## src/rtl/tx_intf_pkg.sv

```systemverilog
`default_nettype none
// ============================================================================
// tx_intf_pkg : shared FSM encoding, I/Q word lane layout, ready headroom
// Rev 1.0
// ============================================================================
package tx_intf_pkg;

    typedef enum logic [1:0] {
        ST_IDLE    = 2'd0,
        ST_PREFILL = 2'd1,
        ST_STREAM  = 2'd2,
        ST_TAIL    = 2'd3
    } tx_state_t;

    // Word layout matches the DMA format: I in the low lane, Q in the high lane.
    localparam int I_LANE = 0;
    localparam int Q_LANE = 1;

    localparam int READY_HEADROOM = 4;

    function automatic int lane_lsb(input int lane, input int width);
        return lane * width;
    endfunction

endpackage
`default_nettype wire

```

## src/rtl/tx_iq_fifo.sv

```systemverilog
`default_nettype none
// ============================================================================
// tx_iq_fifo : single-clock FIFO; read data is registered and reads 0 on
//              any cycle that does not follow a read.    Rev 1.0
// ============================================================================
module tx_iq_fifo #(
    parameter int WIDTH      = 32,
    parameter int DEPTH_LOG2 = 6
) (
    input  logic                  clk,
    input  logic                  rstn,
    input  logic                  wr_en,
    input  logic [WIDTH-1:0]      wr_data,
    input  logic                  rd_en,
    output logic [WIDTH-1:0]      rd_data,
    output logic                  full,
    output logic                  empty,
    output logic [DEPTH_LOG2:0]   data_count
);

    localparam int CNT_W = DEPTH_LOG2 + 1;
    localparam int DEPTH = 2 ** DEPTH_LOG2;
    localparam logic [CNT_W-1:0] FULL_COUNT = CNT_W'(DEPTH);

    logic [WIDTH-1:0]      mem [DEPTH];
    logic [DEPTH_LOG2-1:0] wr_ptr;
    logic [DEPTH_LOG2-1:0] rd_ptr;
    logic                  do_wr;
    logic                  do_rd;

    assign full  = (data_count == FULL_COUNT);
    assign empty = (data_count == '0);

    // A write while full is dropped even if a read frees a slot this cycle.
    assign do_wr = wr_en & ~full;
    assign do_rd = rd_en & ~empty;

    always_ff @(posedge clk) begin
        if (do_wr) begin
            mem[wr_ptr] <= wr_data;
        end
    end

    always_ff @(posedge clk or negedge rstn) begin
        if (!rstn) begin
            wr_ptr     <= '0;
            rd_ptr     <= '0;
            data_count <= '0;
            rd_data    <= '0;
        end else begin
            if (do_wr) begin
                wr_ptr <= wr_ptr + 1'b1;
            end
            if (do_rd) begin
                rd_ptr <= rd_ptr + 1'b1;
            end
            rd_data <= do_rd ? mem[rd_ptr] : '0;
            case ({do_wr, do_rd})
                2'b10:   data_count <= data_count + 1'b1;
                2'b01:   data_count <= data_count - 1'b1;
                default: data_count <= data_count;
            endcase
        end
    end

endmodule
`default_nettype wire

```

## src/rtl/tx_iq_intf.sv

```systemverilog
`default_nettype none
// ============================================================================
// tx_iq_intf : transmit I/Q buffer with prefill, paced DAC playout and a
//              zero tail; flags underrun and overflow.    Rev 1.0
// ============================================================================
module tx_iq_intf
    import tx_intf_pkg::*;
#(
    parameter int IQ_DATA_WIDTH          = 16,
    parameter int C_S00_AXIS_TDATA_WIDTH = 64,
    parameter int FIFO_DEPTH_LOG2        = 6,
    parameter int CLK_PER_SAMPLE         = 5,
    parameter int PREFILL_LEVEL          = 16,
    parameter int TAIL_ZEROS             = 8
) (
    input  logic                              clk,
    input  logic                              rstn,
    input  logic                              src_sel,
    input  logic [IQ_DATA_WIDTH-1:0]          tx_i,
    input  logic [IQ_DATA_WIDTH-1:0]          tx_q,
    input  logic                              tx_iq_valid,
    output logic                              tx_iq_ready,
    input  logic                              tx_end,
    input  logic [C_S00_AXIS_TDATA_WIDTH-1:0] data_from_s_axis,
    input  logic                              emptyn_from_s_axis,
    output logic                              ask_data_from_s_axis,
    input  logic                              fifo_in_en,
    input  logic                              fifo_out_en,
    output logic [IQ_DATA_WIDTH-1:0]          dac_i,
    output logic [IQ_DATA_WIDTH-1:0]          dac_q,
    output logic                              dac_iq_valid,
    output logic                              tx_active,
    output logic                              underrun_sticky,
    output logic                              overflow_sticky,
    input  logic                              sticky_clr,
    output logic [FIFO_DEPTH_LOG2:0]          fifo_data_count
);

    localparam int WORD_W  = 2 * IQ_DATA_WIDTH;
    localparam int CNT_W   = FIFO_DEPTH_LOG2 + 1;
    localparam int I_LSB   = lane_lsb(I_LANE, IQ_DATA_WIDTH);
    localparam int Q_LSB   = lane_lsb(Q_LANE, IQ_DATA_WIDTH);
    localparam int PHASE_W = (CLK_PER_SAMPLE > 1) ? $clog2(CLK_PER_SAMPLE) : 1;
    localparam int TAIL_W  = (TAIL_ZEROS > 1) ? $clog2(TAIL_ZEROS) : 1;
    // The strobe that finds the FIFO empty already emits the first tail zero.
    localparam int TAIL_LOAD = (TAIL_ZEROS > 1) ? TAIL_ZEROS - 1 : 0;

    localparam logic [CNT_W-1:0]   READY_LIMIT = CNT_W'((2 ** FIFO_DEPTH_LOG2) - READY_HEADROOM);
    localparam logic [CNT_W-1:0]   PREFILL_CNT = CNT_W'(PREFILL_LEVEL);
    localparam logic [PHASE_W-1:0] PHASE_LAST  = PHASE_W'(CLK_PER_SAMPLE - 1);

    tx_state_t           state;
    logic [PHASE_W-1:0]  phase;
    logic [TAIL_W-1:0]   tail_cnt;
    logic                end_seen;
    logic                strobe;
    logic                step;
    logic                wifi_wr;
    logic                wr_req;
    logic                wr_ok;
    logic                rd;
    logic                fifo_full;
    logic                fifo_empty;
    logic [WORD_W-1:0]   wifi_word;
    logic [WORD_W-1:0]   wr_word;
    logic [WORD_W-1:0]   rd_word;

    // ------------------------------------------------------------------
    // Sample pacing
    // ------------------------------------------------------------------
    always_ff @(posedge clk or negedge rstn) begin
        if (!rstn) begin
            phase <= '0;
        end else if (phase == PHASE_LAST) begin
            phase <= '0;
        end else begin
            phase <= phase + 1'b1;
        end
    end

    assign strobe = (phase == '0);
    assign step   = strobe & fifo_out_en;

    // ------------------------------------------------------------------
    // Write side
    // ------------------------------------------------------------------
    always_comb begin
        wifi_word                          = '0;
        wifi_word[I_LSB +: IQ_DATA_WIDTH]  = tx_i;
        wifi_word[Q_LSB +: IQ_DATA_WIDTH]  = tx_q;
    end

    assign wifi_wr              = tx_iq_valid & fifo_in_en & ~src_sel;
    assign ask_data_from_s_axis = src_sel & emptyn_from_s_axis & ~fifo_full & fifo_in_en;
    assign wr_req               = wifi_wr | ask_data_from_s_axis;
    assign wr_ok                = wr_req & ~fifo_full;
    assign wr_word              = src_sel ? data_from_s_axis[WORD_W-1:0] : wifi_word;
    assign tx_iq_ready          = ~src_sel & fifo_in_en & (fifo_data_count < READY_LIMIT);

    generate
        if (C_S00_AXIS_TDATA_WIDTH > WORD_W) begin : g_axis_unused
            logic unused_axis_bits;
            assign unused_axis_bits = ^data_from_s_axis[C_S00_AXIS_TDATA_WIDTH-1:WORD_W];
        end
    endgenerate

    // ------------------------------------------------------------------
    // Read side and FIFO
    // ------------------------------------------------------------------
    assign rd = step & (state == ST_STREAM) & ~fifo_empty;

    tx_iq_fifo #(
        .WIDTH      (WORD_W),
        .DEPTH_LOG2 (FIFO_DEPTH_LOG2)
    ) u_fifo (
        .clk        (clk),
        .rstn       (rstn),
        .wr_en      (wr_req),
        .wr_data    (wr_word),
        .rd_en      (rd),
        .rd_data    (rd_word),
        .full       (fifo_full),
        .empty      (fifo_empty),
        .data_count (fifo_data_count)
    );

    // FIFO read data is already zero when no read happened, so it is the DAC word.
    assign dac_i = rd_word[I_LSB +: IQ_DATA_WIDTH];
    assign dac_q = rd_word[Q_LSB +: IQ_DATA_WIDTH];

    always_ff @(posedge clk or negedge rstn) begin
        if (!rstn) begin
            dac_iq_valid <= 1'b0;
        end else begin
            dac_iq_valid <= step & (state != ST_IDLE);
        end
    end

    // ------------------------------------------------------------------
    // Control FSM
    // ------------------------------------------------------------------
    always_ff @(posedge clk or negedge rstn) begin
        if (!rstn) begin
            state     <= ST_IDLE;
            tx_active <= 1'b0;
            end_seen  <= 1'b0;
            tail_cnt  <= '0;
        end else begin
            if (tx_end && (state != ST_IDLE || wr_ok)) begin
                end_seen <= 1'b1;
            end
            case (state)
                ST_IDLE: begin
                    if (wr_ok) begin
                        state     <= ST_PREFILL;
                        tx_active <= 1'b1;
                    end
                end
                ST_PREFILL: begin
                    if (fifo_data_count >= PREFILL_CNT || end_seen) begin
                        state <= ST_STREAM;
                    end
                end
                ST_STREAM: begin
                    if (step && fifo_empty && end_seen) begin
                        if (TAIL_ZEROS <= 1) begin
                            state     <= ST_IDLE;
                            tx_active <= 1'b0;
                            end_seen  <= 1'b0;
                        end else begin
                            state    <= ST_TAIL;
                            tail_cnt <= TAIL_W'(TAIL_LOAD);
                        end
                    end
                end
                ST_TAIL: begin
                    if (step) begin
                        tail_cnt <= tail_cnt - 1'b1;
                        if (tail_cnt <= TAIL_W'(1)) begin
                            state     <= ST_IDLE;
                            tx_active <= 1'b0;
                            end_seen  <= 1'b0;
                        end
                    end
                end
                default: begin
                    state     <= ST_IDLE;
                    tx_active <= 1'b0;
                end
            endcase
        end
    end

    // ------------------------------------------------------------------
    // Sticky status; clear wins over a same-cycle set
    // ------------------------------------------------------------------
    always_ff @(posedge clk or negedge rstn) begin
        if (!rstn) begin
            underrun_sticky <= 1'b0;
            overflow_sticky <= 1'b0;
        end else if (sticky_clr) begin
            underrun_sticky <= 1'b0;
            overflow_sticky <= 1'b0;
        end else begin
            if (step && state == ST_STREAM && fifo_empty && !end_seen) begin
                underrun_sticky <= 1'b1;
            end
            if (wifi_wr && fifo_full) begin
                overflow_sticky <= 1'b1;
            end
        end
    end

endmodule
`default_nettype wire

```

## config.mk

```make
export PLATFORM = sky130hd
export DESIGN_NAME = tx_iq_intf
export DESIGN_NICKNAME = d
export VERILOG_FILES = /design/src/rtl/tx_intf_pkg.sv /design/src/rtl/tx_iq_fifo.sv /design/src/rtl/tx_iq_intf.sv
export SDC_FILE = /design/constraint.sdc
export NUM_CORES = 2
export LEC_CHECK = 0
export ABC_AREA = 1
export CORE_MARGIN = 8
export CORE_UTILIZATION = 30
export DETAILED_ROUTE_END_ITERATION = 7
export SETUP_SLACK_MARGIN = 0.4
export SYNTH_ARGS = -nofsm -noshare
export SYNTH_HDL_FRONTEND = slang
export SYNTH_HIERARCHICAL = 1
export SYNTH_SLANG_ARGS = --single-unit
```

## constraint.sdc

```tcl
create_clock -name clk -period 7.5 [get_ports clk]
set_input_delay 0.75 -clock clk [delete_from_list [all_inputs] [get_ports clk]]
set_output_delay 0.75 -clock clk [all_outputs]
set_load 0.1 [all_outputs]
```

==> reports/qor.csv <==
metric;value;unit
1st-iter DRT viols;5695;
Post-synth EDFFs;2048;
placed insts;11664;
Setup TNS;0;ns
critical path's most frequent cell;nand2_1;
final WL;255000;um
setup skew after layout;0.0632;ns
crit path DAT;4.99;ns
Clock power frac;30.1;%
most frequent cell after synthesis;nand2_1;
Net Sw Frac;37.3;%
fin nets;8096;
# port buffers;117;
Most used DFF post-synth;edfxtp_1;
Fin. Hold Viols;0;
largest net degree at the start of global routing;209;
post-synth cell types;36;
Initial DRT Pass Iterations;7;
drt via density;4.79;
Syn Nets;8080;
vias in the first global route;55709;
critical-path cell list;buf_12, buf_4, nand2_1, nand2_1, nand2_1, nand2_1, nand2_1, nand2_1, nor2_1, nand2_1, nand3_1, a21oi_1;
required time worst endpoint;8.20;ns
Die Width;557;um
RePlAce Congestion;0.800;
leak pwr;37.0;nW
DRC errors left;0;
Worst Tran Pin Value;1.32;ns
fraction of registers with async set/reset;3.03;%
CTS root buf;clkbuf_16;
Final setup viols;0;
worst vdd ir;306;uV
P_int;22.2;mW
global-route wire length before repair;369000;um
CP Class;reg -> reg;
clock slew at reported path FFs;0.06;ns
Mapped Cells;7962;
CP Max Fanout;179;
crit end category;flip-flop;
Yosys reg bits;2112;
largest cells by area after synthesis;edfxtp_1 70%, nand2_1 10%, nand3_1 4.8%;
Synth-to-Final Area Change;14.5;%
Setup Buffers After CTS;0;
sequential element share of the synthesized area;71.9;%
Combinational Power Share;31.6;%
remaining antenna violation count;0;
status;finished clean;
Clock Latency Late Sink;0.87;ns
largest area contributor in the netlist;edfxtp_1;
Slew Limit Fails;0;
Syn Area/Cell;11.0;um^2
height of the die;557;um
# hold bufs at CTS;1;
maximum root-to-sink buffer count;3;
HP Class;reg -> reg;
Total GRT Usage;15.9;%
Core ar.;291000;um^2
CTS tree;built;
Final Total Pwr;35.4;mW
CTS buffer count;211;
initial core utilization;30.2;%
hpwl dp;136000;um
fin crit period;4.29;ns
commonest cells in the netlist;2351 x nand2_1, 2048 x edfxtp_1, 1029 x nor2_1, 838 x nand3_1, 491 x inv_1;
Synth top area share;70.1;%
RSZ-0062 raised after global routing;no;
grt ovf;0;
CTS H-tree lvls;4;
wire per inst;21.1;um
Layout Cells excl Fill;12070;
Tcrit/Tclk final;57.2;%
PwrDens;352;nW/um^2
fraction of layout cells with a size suffix above 1;7.45;%
CP max-delay cell;dfrtp_4;
clk sinks;2112;
CP peak stage delay;1.06;ns
# IOs;150;
NetSw;13.2;mW
initial antenna violation count;14;
number of max-cap violations;0;
FP Rows;198;
Sequential Power Share;38.2;%
critical path startpoint category;flip-flop;
routed vias;57756;
DIE AREA;310000;um^2
Yosys warning total;6;
Fmax;233;MHz
CTS resizes;0;
Mapped Area;87800;um^2
Slew Limit Headroom;12.2;%
flip-flops by register name, indices dropped and copies added, names as in the netlist:
signal,count
u_fifo/rd_ptr,6
state,2
underrun_sticky,1
dac_iq_valid,1
tx_active,1
phase,3
end_seen,1
overflow_sticky,1
u_fifo/mem,2048
u_fifo/wr_ptr,6
tail_cnt,3
u_fifo/data_count,7
u_fifo/rd_data,32
kinds of logic (layout without fill, tap and decap cells):
| kind of cell | count (synthesis) | count (layout) | synth area share, % |
|---|---|---|---|
| XOR/XNOR | 18 | 18 | 0.180 |
| other | 0 | 11 | 0 |
| flip-flops | 2112 | 2112 | 71.9 |
| AND/OR/NAND/NOR | 4298 | 4298 | 19.8 |
| adder cells (fa/ha/maj) | 13 | 13 | 0.185 |
| AO/OA/AOI/OAI | 575 | 575 | 3.34 |
| buffers and inverters | 946 | 1143 | 4.60 |
through the flow:
step	area, um^2	setup WS, ns	utilization, %	hold slack [ns]
2_1_floorplan	87800	1.81	-	0.428
3_3_place_gp	93400	2.68	32.1	0.440
3_5_place_dp	93400	2.81	32.1	0.463
4_1_cts	100000	3.26	34.5	0.422
5_1_grt	100000	2.99	34.5	0.463
6_report	100000	3.21	34.5	0.469
routing by layer:
layer  GRT usage (%)  vias to the layer above  share of wire (%)
li1                -                    26817                  -
met1            19.6                    28372                 39
met2            27.5                     2113                 49
met3            2.31                      452                6.8
met4            7.23                        2                4.9
met5               0                        -             0.0051
worst paths after layout:
path / startpoint / end / slack [ns] / cells past startpoint
min in group asynchronous: rstn / u_fifo/rd_ptr[1] / 0.52 / 2
min: phase[0] / phase[0] / 0.47 / 1
max reg2reg: u_fifo/rd_ptr[0] / u_fifo/rd_data[28] / 3.21 / 12
min reg2reg: phase[0] / phase[0] / 0.47 / 1
max in group asynchronous: rstn / u_fifo/rd_ptr[0] / 5.71 / 3
max: u_fifo/rd_ptr[0] / u_fifo/rd_data[28] / 3.21 / 12
cell type report:
type                       instances  area (um^2)
fill                           28222       191000
tap                             3900         4880
multi-input combinational       4904        21200
clock inverter                   130         1460
inverter                         502         1910
antenna                           11         27.5
sequential                      2112        63100
timing repair buffer             247         2310
clock buffer                     264         5580
cells in the final DEF (no fill, tap or decap), types with 5 or more instances in the layout:
| cell | Yosys | final |
|---|---|---|
| nand2_2 | 4 | 38 |
| clkbuf_8 | 0 | 10 |
| clkbuf_16 | 0 | 211 |
| clkinv_1 | 1 | 35 |
| clkdlybuf4s50_1 | 0 | 115 |
| inv_1 | 491 | 487 |
| clkinv_16 | 0 | 6 |
| buf_4 | 35 | 118 |
| dfrtp_1 | 64 | 60 |
| o21ai_1 | 57 | 57 |
| inv_2 | 10 | 9 |
| diode_2 | 0 | 11 |
| clkbuf_1 | 144 | 43 |
| ha_1 | 13 | 13 |
| clkinvlp_4 | 0 | 5 |
| nand3_1 | 838 | 838 |
| xor2_1 | 15 | 15 |
| o21ai_0 | 343 | 343 |
| or2_2 | 33 | 33 |
| buf_12 | 0 | 13 |
| a21oi_1 | 155 | 155 |
| clkinv_2 | 0 | 49 |
| nor2_1 | 1029 | 967 |
| or2_1 | 10 | 10 |
| o211ai_1 | 14 | 14 |
| bufinv_16 | 0 | 23 |
| nand2_1 | 2351 | 2317 |
| nand4_1 | 9 | 9 |
| edfxtp_1 | 2048 | 2048 |
| inv_6 | 0 | 5 |
| and3_1 | 14 | 14 |
| nor2_4 | 1 | 63 |
power groups by stage:
stage | Combinational (mW) | Clock [mW] | Sequential (mW)
finish | 11.2 | 10.7 | 13.5
global route | 12.2 | 11.3 | 13.6
CTS | 11.2 | 10.8 | 13.5
detailed placement | 11.2 | 0 | 13.8
global placement | 11.0 | 0 | 13.8
floorplan | 7.24 | 0 | 13.8
critical path: cells and delay by family, from the launching register on:
| kind | cells | cell delay, ns |
|---|---|---|
| flops | 1 | 1.06 |
| simple gates | 9 | 1.03 |
| compound gates | 1 | 0.44 |
| buf+inv | 2 | 1.36 |
Note: power is estimated with default switching activity, not from simulation.
